--- src/rtl/alu_seq_core_if.sv ---
// Bus between the issuing stage and alu_seq_core: request side (start/op/A/B)
// and result side (busy/done/load/res/zero/ovf). res/load feed reg_32 directly.
interface alu_seq_core_if #(
    parameter int WIDTH = 32
);
    logic             start;
    logic [2:0]       op;
    logic [WIDTH-1:0] A;
    logic [WIDTH-1:0] B;
    logic             busy;
    logic             done;
    logic             load;
    logic [WIDTH-1:0] res;
    logic             zero;
    logic             ovf;

    // Issuing side drives the request and observes the result.
    modport master (
        output start, op, A, B,
        input  busy, done, load, res, zero, ovf
    );

    // ALU side consumes the request and produces the result.
    modport slave (
        input  start, op, A, B,
        output busy, done, load, res, zero, ovf
    );
endinterface

--- src/rtl/alu_seq_core.sv ---
// Multi-cycle ALU execution stage. Single-cycle logic/add/shift ops, 32-cycle
// shift-and-add multiply, result presented with a one-cycle load pulse that
// goes straight into the downstream 32-bit result register.
module alu_seq_core #(
    parameter int WIDTH = 32
) (
    input  logic          clk,
    input  logic          clear,
    alu_seq_core_if.slave bus
);

    localparam logic [2:0] OP_AND = 3'b000;
    localparam logic [2:0] OP_OR  = 3'b001;
    localparam logic [2:0] OP_ADD = 3'b010;
    localparam logic [2:0] OP_SUB = 3'b011;
    localparam logic [2:0] OP_SLT = 3'b100;
    localparam logic [2:0] OP_NOR = 3'b101;
    localparam logic [2:0] OP_SRL = 3'b110;
    localparam logic [2:0] OP_MUL = 3'b111;

    typedef enum logic [1:0] {
        S_IDLE,
        S_EXEC,
        S_MUL,
        S_DONE
    } state_t;

    state_t           r_state;
    state_t           w_next_state;

    logic [2:0]       r_op;
    logic [WIDTH-1:0] r_a;      // operand A; multiplicand during MUL
    logic [WIDTH-1:0] r_b;      // operand B; multiplier during MUL
    logic [WIDTH-1:0] r_acc;
    logic [4:0]       r_cnt;
    logic [WIDTH-1:0] r_res;
    logic             r_zero;
    logic             r_ovf;

    logic             w_busy;
    logic             w_done;
    logic             w_is_sub;
    logic             w_is_addsub;
    logic [WIDTH-1:0] w_b_eff;
    logic [WIDTH-1:0] w_sum;
    logic [WIDTH-1:0] w_alu_res;
    logic             w_alu_ovf;
    logic [WIDTH-1:0] w_acc_next;
    logic             w_mul_last;

    // Shared adder: SUB is A + ~B + 1, so one carry chain serves both.
    assign w_is_sub    = (r_op == OP_SUB);
    assign w_is_addsub = (r_op == OP_ADD) || w_is_sub;
    assign w_b_eff     = w_is_sub ? ~r_b : r_b;
    assign w_sum       = r_a + w_b_eff + {{(WIDTH-1){1'b0}}, w_is_sub};
    assign w_alu_ovf   = w_is_addsub && (r_a[WIDTH-1] == w_b_eff[WIDTH-1])
                                     && (w_sum[WIDTH-1] != r_a[WIDTH-1]);

    // One multiply iteration: add the multiplicand when the multiplier LSB is set.
    assign w_acc_next  = r_acc + (r_b[0] ? r_a : '0);
    assign w_mul_last  = (r_cnt == 5'd31);

    // Single-cycle result selection for the EXEC state.
    always_comb begin
        // NOTE: every always_comb output gets a default first so no path
        // through the case leaves it unassigned, which would infer a latch.
        w_alu_res = '0;
        case (r_op)
            OP_AND:  w_alu_res = r_a & r_b;
            OP_OR:   w_alu_res = r_a | r_b;
            OP_ADD:  w_alu_res = w_sum;
            OP_SUB:  w_alu_res = w_sum;
            OP_SLT:  w_alu_res = {{(WIDTH-1){1'b0}}, ($signed(r_a) < $signed(r_b))};
            OP_NOR:  w_alu_res = ~(r_a | r_b);
            OP_SRL:  w_alu_res = r_a >> r_b[4:0];
            default: w_alu_res = '0;   // MUL never passes through EXEC
        endcase
    end

    // State register; clear has priority over any transition.
    always_ff @(posedge clk) begin
        // NOTE: sequential state uses non-blocking assignments so every
        // register samples pre-edge values regardless of statement order.
        if (clear) begin
            r_state <= S_IDLE;
        end else begin
            r_state <= w_next_state;
        end
    end

    // Next-state and status outputs decoded from the current state.
    always_comb begin
        w_next_state = r_state;
        w_busy       = 1'b0;
        w_done       = 1'b0;
        case (r_state)
            S_IDLE: begin
                if (bus.start) begin
                    w_next_state = (bus.op == OP_MUL) ? S_MUL : S_EXEC;
                end
            end
            S_EXEC: begin
                w_busy       = 1'b1;
                w_next_state = S_DONE;
            end
            S_MUL: begin
                w_busy = 1'b1;
                if (w_mul_last) begin
                    w_next_state = S_DONE;
                end
            end
            S_DONE: begin
                w_done       = 1'b1;
                w_next_state = S_IDLE;
            end
            default: w_next_state = S_IDLE;
        endcase
    end

    // Operand capture, multiply iteration and result registers.
    always_ff @(posedge clk) begin
        if (clear) begin
            // NOTE: the operand registers are cleared along with the counter,
            // accumulator and results so nothing downstream ever sees X.
            r_op   <= '0;
            r_a    <= '0;
            r_b    <= '0;
            r_acc  <= '0;
            r_cnt  <= '0;
            r_res  <= '0;
            r_zero <= 1'b0;
            r_ovf  <= 1'b0;
        end else begin
            case (r_state)
                S_IDLE: begin
                    if (bus.start) begin
                        r_op  <= bus.op;
                        r_a   <= bus.A;
                        r_b   <= bus.B;
                        r_acc <= '0;
                        r_cnt <= '0;
                    end
                end
                S_EXEC: begin
                    r_res  <= w_alu_res;
                    r_zero <= (w_alu_res == '0);
                    r_ovf  <= w_alu_ovf;
                end
                S_MUL: begin
                    r_acc <= w_acc_next;
                    r_a   <= r_a << 1;
                    r_b   <= r_b >> 1;
                    r_cnt <= r_cnt + 5'd1;
                    if (w_mul_last) begin
                        r_res  <= w_acc_next;
                        r_zero <= (w_acc_next == '0);
                        r_ovf  <= 1'b0;
                    end
                end
                default: ;
            endcase
        end
    end

    assign bus.busy = w_busy;
    assign bus.done = w_done;
    assign bus.load = w_done;
    assign bus.res  = r_res;
    assign bus.zero = r_zero;
    assign bus.ovf  = r_ovf;

endmodule

--- src/flat_wrapper.sv ---
// flat-port wrapper written by rule: the top's interface ports become plain ports
module alu_seq_core_flat 
#(
    parameter int WIDTH = 32
)
  (clk, clear, bus_start, bus_op, bus_A, bus_B, bus_busy, bus_done, bus_load, bus_res, bus_zero, bus_ovf);
  alu_seq_core_if #(.WIDTH(WIDTH)) bus_i ();
  input  logic clk;
  input  logic clear;
  input wire logic [$bits(bus_i.start)-1:0] bus_start;
  input wire logic [$bits(bus_i.op)-1:0] bus_op;
  input wire logic [$bits(bus_i.A)-1:0] bus_A;
  input wire logic [$bits(bus_i.B)-1:0] bus_B;
  output wire logic [$bits(bus_i.busy)-1:0] bus_busy;
  output wire logic [$bits(bus_i.done)-1:0] bus_done;
  output wire logic [$bits(bus_i.load)-1:0] bus_load;
  output wire logic [$bits(bus_i.res)-1:0] bus_res;
  output wire logic [$bits(bus_i.zero)-1:0] bus_zero;
  output wire logic [$bits(bus_i.ovf)-1:0] bus_ovf;
  assign bus_i.start = bus_start;
  assign bus_i.op = bus_op;
  assign bus_i.A = bus_A;
  assign bus_i.B = bus_B;
  assign bus_busy = bus_i.busy;
  assign bus_done = bus_i.done;
  assign bus_load = bus_i.load;
  assign bus_res = bus_i.res;
  assign bus_zero = bus_i.zero;
  assign bus_ovf = bus_i.ovf;
  alu_seq_core #(.WIDTH(WIDTH)) u_core (.clk(clk), .clear(clear), .bus(bus_i));
endmodule
--- config.mk ---
export PLATFORM = sky130hd
export DESIGN_NAME = alu_seq_core_flat
export DESIGN_NICKNAME = d
export VERILOG_FILES = /design/src/rtl/alu_seq_core_if.sv /design/src/rtl/alu_seq_core.sv /design/src/flat_wrapper.sv
export SDC_FILE = /design/constraint.sdc
export NUM_CORES = 1
export LEC_CHECK = 0
export BUFFER_PORTS_ARGS = -buffer_cell sky130_fd_sc_hd__buf_2
export CAP_MARGIN = 20
export CORE_MARGIN = 8
export CORE_UTILIZATION = 55
export CTS_BUF_LIST = sky130_fd_sc_hd__clkbuf_8
export CTS_CLUSTER_DIAMETER = 60
export CTS_CLUSTER_SIZE = 20
export DETAILED_ROUTE_END_ITERATION = 7
export PLACE_DENSITY = 0.77
export SLEW_MARGIN = 25
export SYNTH_ARGS = -nofsm -noshare
export SYNTH_HDL_FRONTEND = slang
export SYNTH_SLANG_ARGS = --single-unit
export TNS_END_PERCENT = 30
--- constraint.sdc ---
create_clock -name clk -period 4.8 [get_ports clk]
set_input_delay 0.48 -clock clk [delete_from_list [all_inputs] [get_ports clk]]
set_output_delay 0.48 -clock clk [all_outputs]
set_load 0.005 [all_outputs]
==> flow_summary.toml <==
[synth]
ys_seq_area_frac = 0.1952
async_flop_share = 0
synth.distinct_cells = 78
syn_area_um2 = 14360
netlist_instances = 1841
syn_nets = 2083
ys.flop_type = "dfxtp_1"
ys_seq_elements = 140
yosysWarnings = 0
syn_avg_cell_area_um2 = 7.798
synth_edf_count = 0

[floorplanning]
die_x_um = 177.6
core_area_um2 = 25840
pin_count = 107
die_area_um2 = 31530
die_y_um = 177.6
rows = 59
start_util = 0.5556

[setup_path]
slowest_stage = "a221oi_1"
cpMostUsedCell = "a21oi_1"
r2r_slack_ns = 0.41
crit_chain = "inv_2 -> nor2_1 -> ha_1 -> a21oi_1 -> o211ai_1 -> a221oi_1 -> o221ai_1 -> nand3_1 -> a21oi_1 -> xor2_1 -> or4_1 -> nor4b_1 -> nand4_1 -> o211ai_2"
startpoint_type = "flip-flop"
slowest_delay_ns = 0.59
crit_arrival_ns = 4.80
endpoint = "u_core.bus.zero$_SDFFE_PP0P_"
crit_fanout = 36
r2r_start = "u_core.r_b[0]$_SDFFE_PP0P_"
reg2reg_to = "u_core.bus.zero$_SDFFE_PP0P_"
required_ns = 5.21
crit_type = "flip-flop to flip-flop"
r2r_cells = 14
cp-startpoint = "u_core.r_b[0]$_SDFFE_PP0P_"
critPathCaptureType = "flip-flop"

[global_route]
grt_overflow_total = 0
use_met3 = 0.06234
antenna_found_initial = 2
grt_busiest_layer = "met2"
grt_util_met1 = 0.4405
grt_pass1_wl_mm = 81.45
grt_max_degree = 62
grt_usage = 0.3308
met2_usage = 0.5219
grt_pass1_vias = 14007

[sta]
finalSetupTns_ns = 0
rsz0062_at_grt = "false"
maxSlewViolCount = 0
hold_violations = 0
fmax_ghz = 0.2277
fin_crit_sh = 0.9150
fin_skew_ns = 0.01703
worstMarginPinSlew_ns = 1.062
worst_slack_ns = 0.4081
setup_viol = 0
worst_slew_margin_rel = 0.2922
min_period_ns = 4.392

[final_layout]
syn2layout_area_growth_pct = 9.369
postLayoutCoreUtil = 0.6077
drive_above_1_share = 0.1356
diodes = 0
final_nets = 2139

[routing]
vias_per_cell = 6.593
drt_iter0_markers = 1777
dr_total_vias = 14802
wl_mm = 53.47
ant_nets = 0
dr.pass1.iters = 6
remaining_drc_errors = 0
wl_per_cell_um = 23.82

[clock_tree]
cts_root_buf = "clkbuf_8"
clk_pin_slew_ns = 0.10
numCtsBuffers = 17
htree_levels = 4
hold_buffers = 0
cts_setup_buffers = 0
cts_buffer_depth = 2
clk-insertion-delay-late_ns = 0.48
cts_num_sinks = 140
cts_tree = "done"

[power_and_ir_drop]
p_per_area_nw_per_um2 = 634.1
netSwitchingPower_mw = 5.527
p_seq_frac = 0.202
power.internal_mw = 4.429
leakagePower_nw = 6.602
peakVddDrop_v = 0.0004387
p_comb_frac = 0.693
switching_share = 0.5551
clkPwrFrac = 0.105

[placement]
gp_congestion = 1.025
place_ws_ns = 0.4187
post-dp-hpwl_mm = 40.41
portBuffers = 106

[run_status]
status = "finished clean"

[worst_hold_path]
hp-class = "input port to flip-flop"

[job]
cap_violations = 0
## Yosys cell counts, types with 22 or more instances
master	instances	area (um^2)
mux2i_1	89	890.9
xnor2_1	90	788.3
a21oi_1	146	730.7
nor3_1	22	110.1
nand4_1	25	156.4
nand3_1	38	190.2
inv_1	94	352.8
o21ai_0	68	340.3
dfxtp_1	140	2803
nand2_1	129	484.2
nor2_1	248	930.9
a211oi_1	82	615.6
a22oi_1	55	412.9
clkbuf_1	94	352.8
ha_1	170	2127
## stage by stage
stage | power (mW) | instance area, um^2 | hold slack, ns | std cells
after floorplan | 6.441 | 14360 | 0.4482 | 1841
after global placement | 8.553 | 15290 | 0.4403 | 2213
after detailed placement | 8.645 | 15290 | 0.4465 | 2213
after CTS | 9.713 | 15700 | 0.2798 | 2245
after global routing | 10.53 | 15700 | 0.2911 | 2245
final | 9.956 | 15700 | 0.2887 | 2245
## metal layers
| layer | share of wire | vias to the layer above |
|---|---|---|
| met5 | 0.00049 | - |
| met4 | 0.041 | 4 |
| met3 | 0.094 | 156 |
| met2 | 0.44 | 806 |
| met1 | 0.42 | 7038 |
| li1 | - | 6798 |
## registers in the layout, indices dropped and copies added, names as in the netlist
| name | flops |
|---|---|
| u_core.bus.ovf | 1 |
| u_core.bus.res | 32 |
| u_core.bus.zero | 1 |
| u_core.r_a | 32 |
| u_core.r_acc | 32 |
| u_core.r_b | 32 |
| u_core.r_cnt | 5 |
| u_core.r_op | 3 |
| u_core.r_state | 2 |
## critical path, delay by kind of cell (launching register included)
kind / cells / cell delay [ns]
buf+inv: 1 / 0.55
xor+xnor: 1 / 0.18
flops: 1 / 0.33
fa+ha+maj: 1 / 0.37
compound gates: 6 / 1.65
simple gates: 5 / 1.22
## cells in the final DEF (no fill, tap or decap), drive strengths merged, types with 69 or more instances in the layout
| cell | instances |
|---|---|
| nor2 | 248 |
| nand2 | 129 |
| a211oi | 82 |
| o21ai | 69 |
| mux2i | 89 |
| a21oi | 146 |
| ha | 170 |
| buf | 164 |
| inv | 104 |
| xnor2 | 90 |
| dfxtp | 140 |
## worst min path at each step
stage / cells past startpoint / to / slack, ns / start
finish: 3 / u_core.r_op[2]$_SDFFE_PP0P_ / 0.29 / bus_op[2]
global route: 3 / u_core.r_op[2]$_SDFFE_PP0P_ / 0.29 / bus_op[2]
CTS: 3 / u_core.r_op[2]$_SDFFE_PP0P_ / 0.28 / bus_op[2]
detailed placement: 2 / u_core.bus.res[30]$_SDFFE_PP0P_ / 0.45 / u_core.bus.res[30]$_SDFFE_PP0P_
global placement: 2 / u_core.bus.res[30]$_SDFFE_PP0P_ / 0.44 / u_core.bus.res[30]$_SDFFE_PP0P_
floorplan: 2 / u_core.bus.res[14]$_SDFFE_PP0P_ / 0.45 / u_core.bus.res[14]$_SDFFE_PP0P_
## power groups by stage
stage	combinational (mW)	sequential [mW]	clock, mW
floorplan	4.58	1.86	0
global placement	6.55	2.00	0
detailed placement	6.64	2.01	0
CTS	6.69	1.98	1.05
global route	7.41	2.03	1.09
finish	6.90	2.01	1.04
## kinds of logic after synthesis
| group | after synthesis | synth area share |
|---|---|---|
| AND/OR/NAND/NOR | 558 | 0.1772 |
| flip-flops | 140 | 0.1952 |
| multiplexers | 131 | 0.1151 |
| XOR/XNOR | 110 | 0.06711 |
| buffers and inverters | 222 | 0.06083 |
| adder cells (fa/ha/maj) | 172 | 0.1510 |
| AO/OA/AOI/OAI | 508 | 0.2336 |
## what timing repair did
action / CTS / global route
setup endpoints to repair: 0 / 1
gates resized for setup: 0 / 1
endpoints found under the hold margin: 0 / 0
## area by class of cell
cell class / count / area, um^2
inverters: 95 / 356.6
clock inverters: 15 / 172.7
well taps: 335 / 419.2
multi-input cells: 1479 / 10720
flip-flops and latches: 140 / 2805
fillers: 2413 / 10140
clock buffers: 17 / 234.0
repair buffers: 164 / 993.5
(Power assumes the default switching activity.)
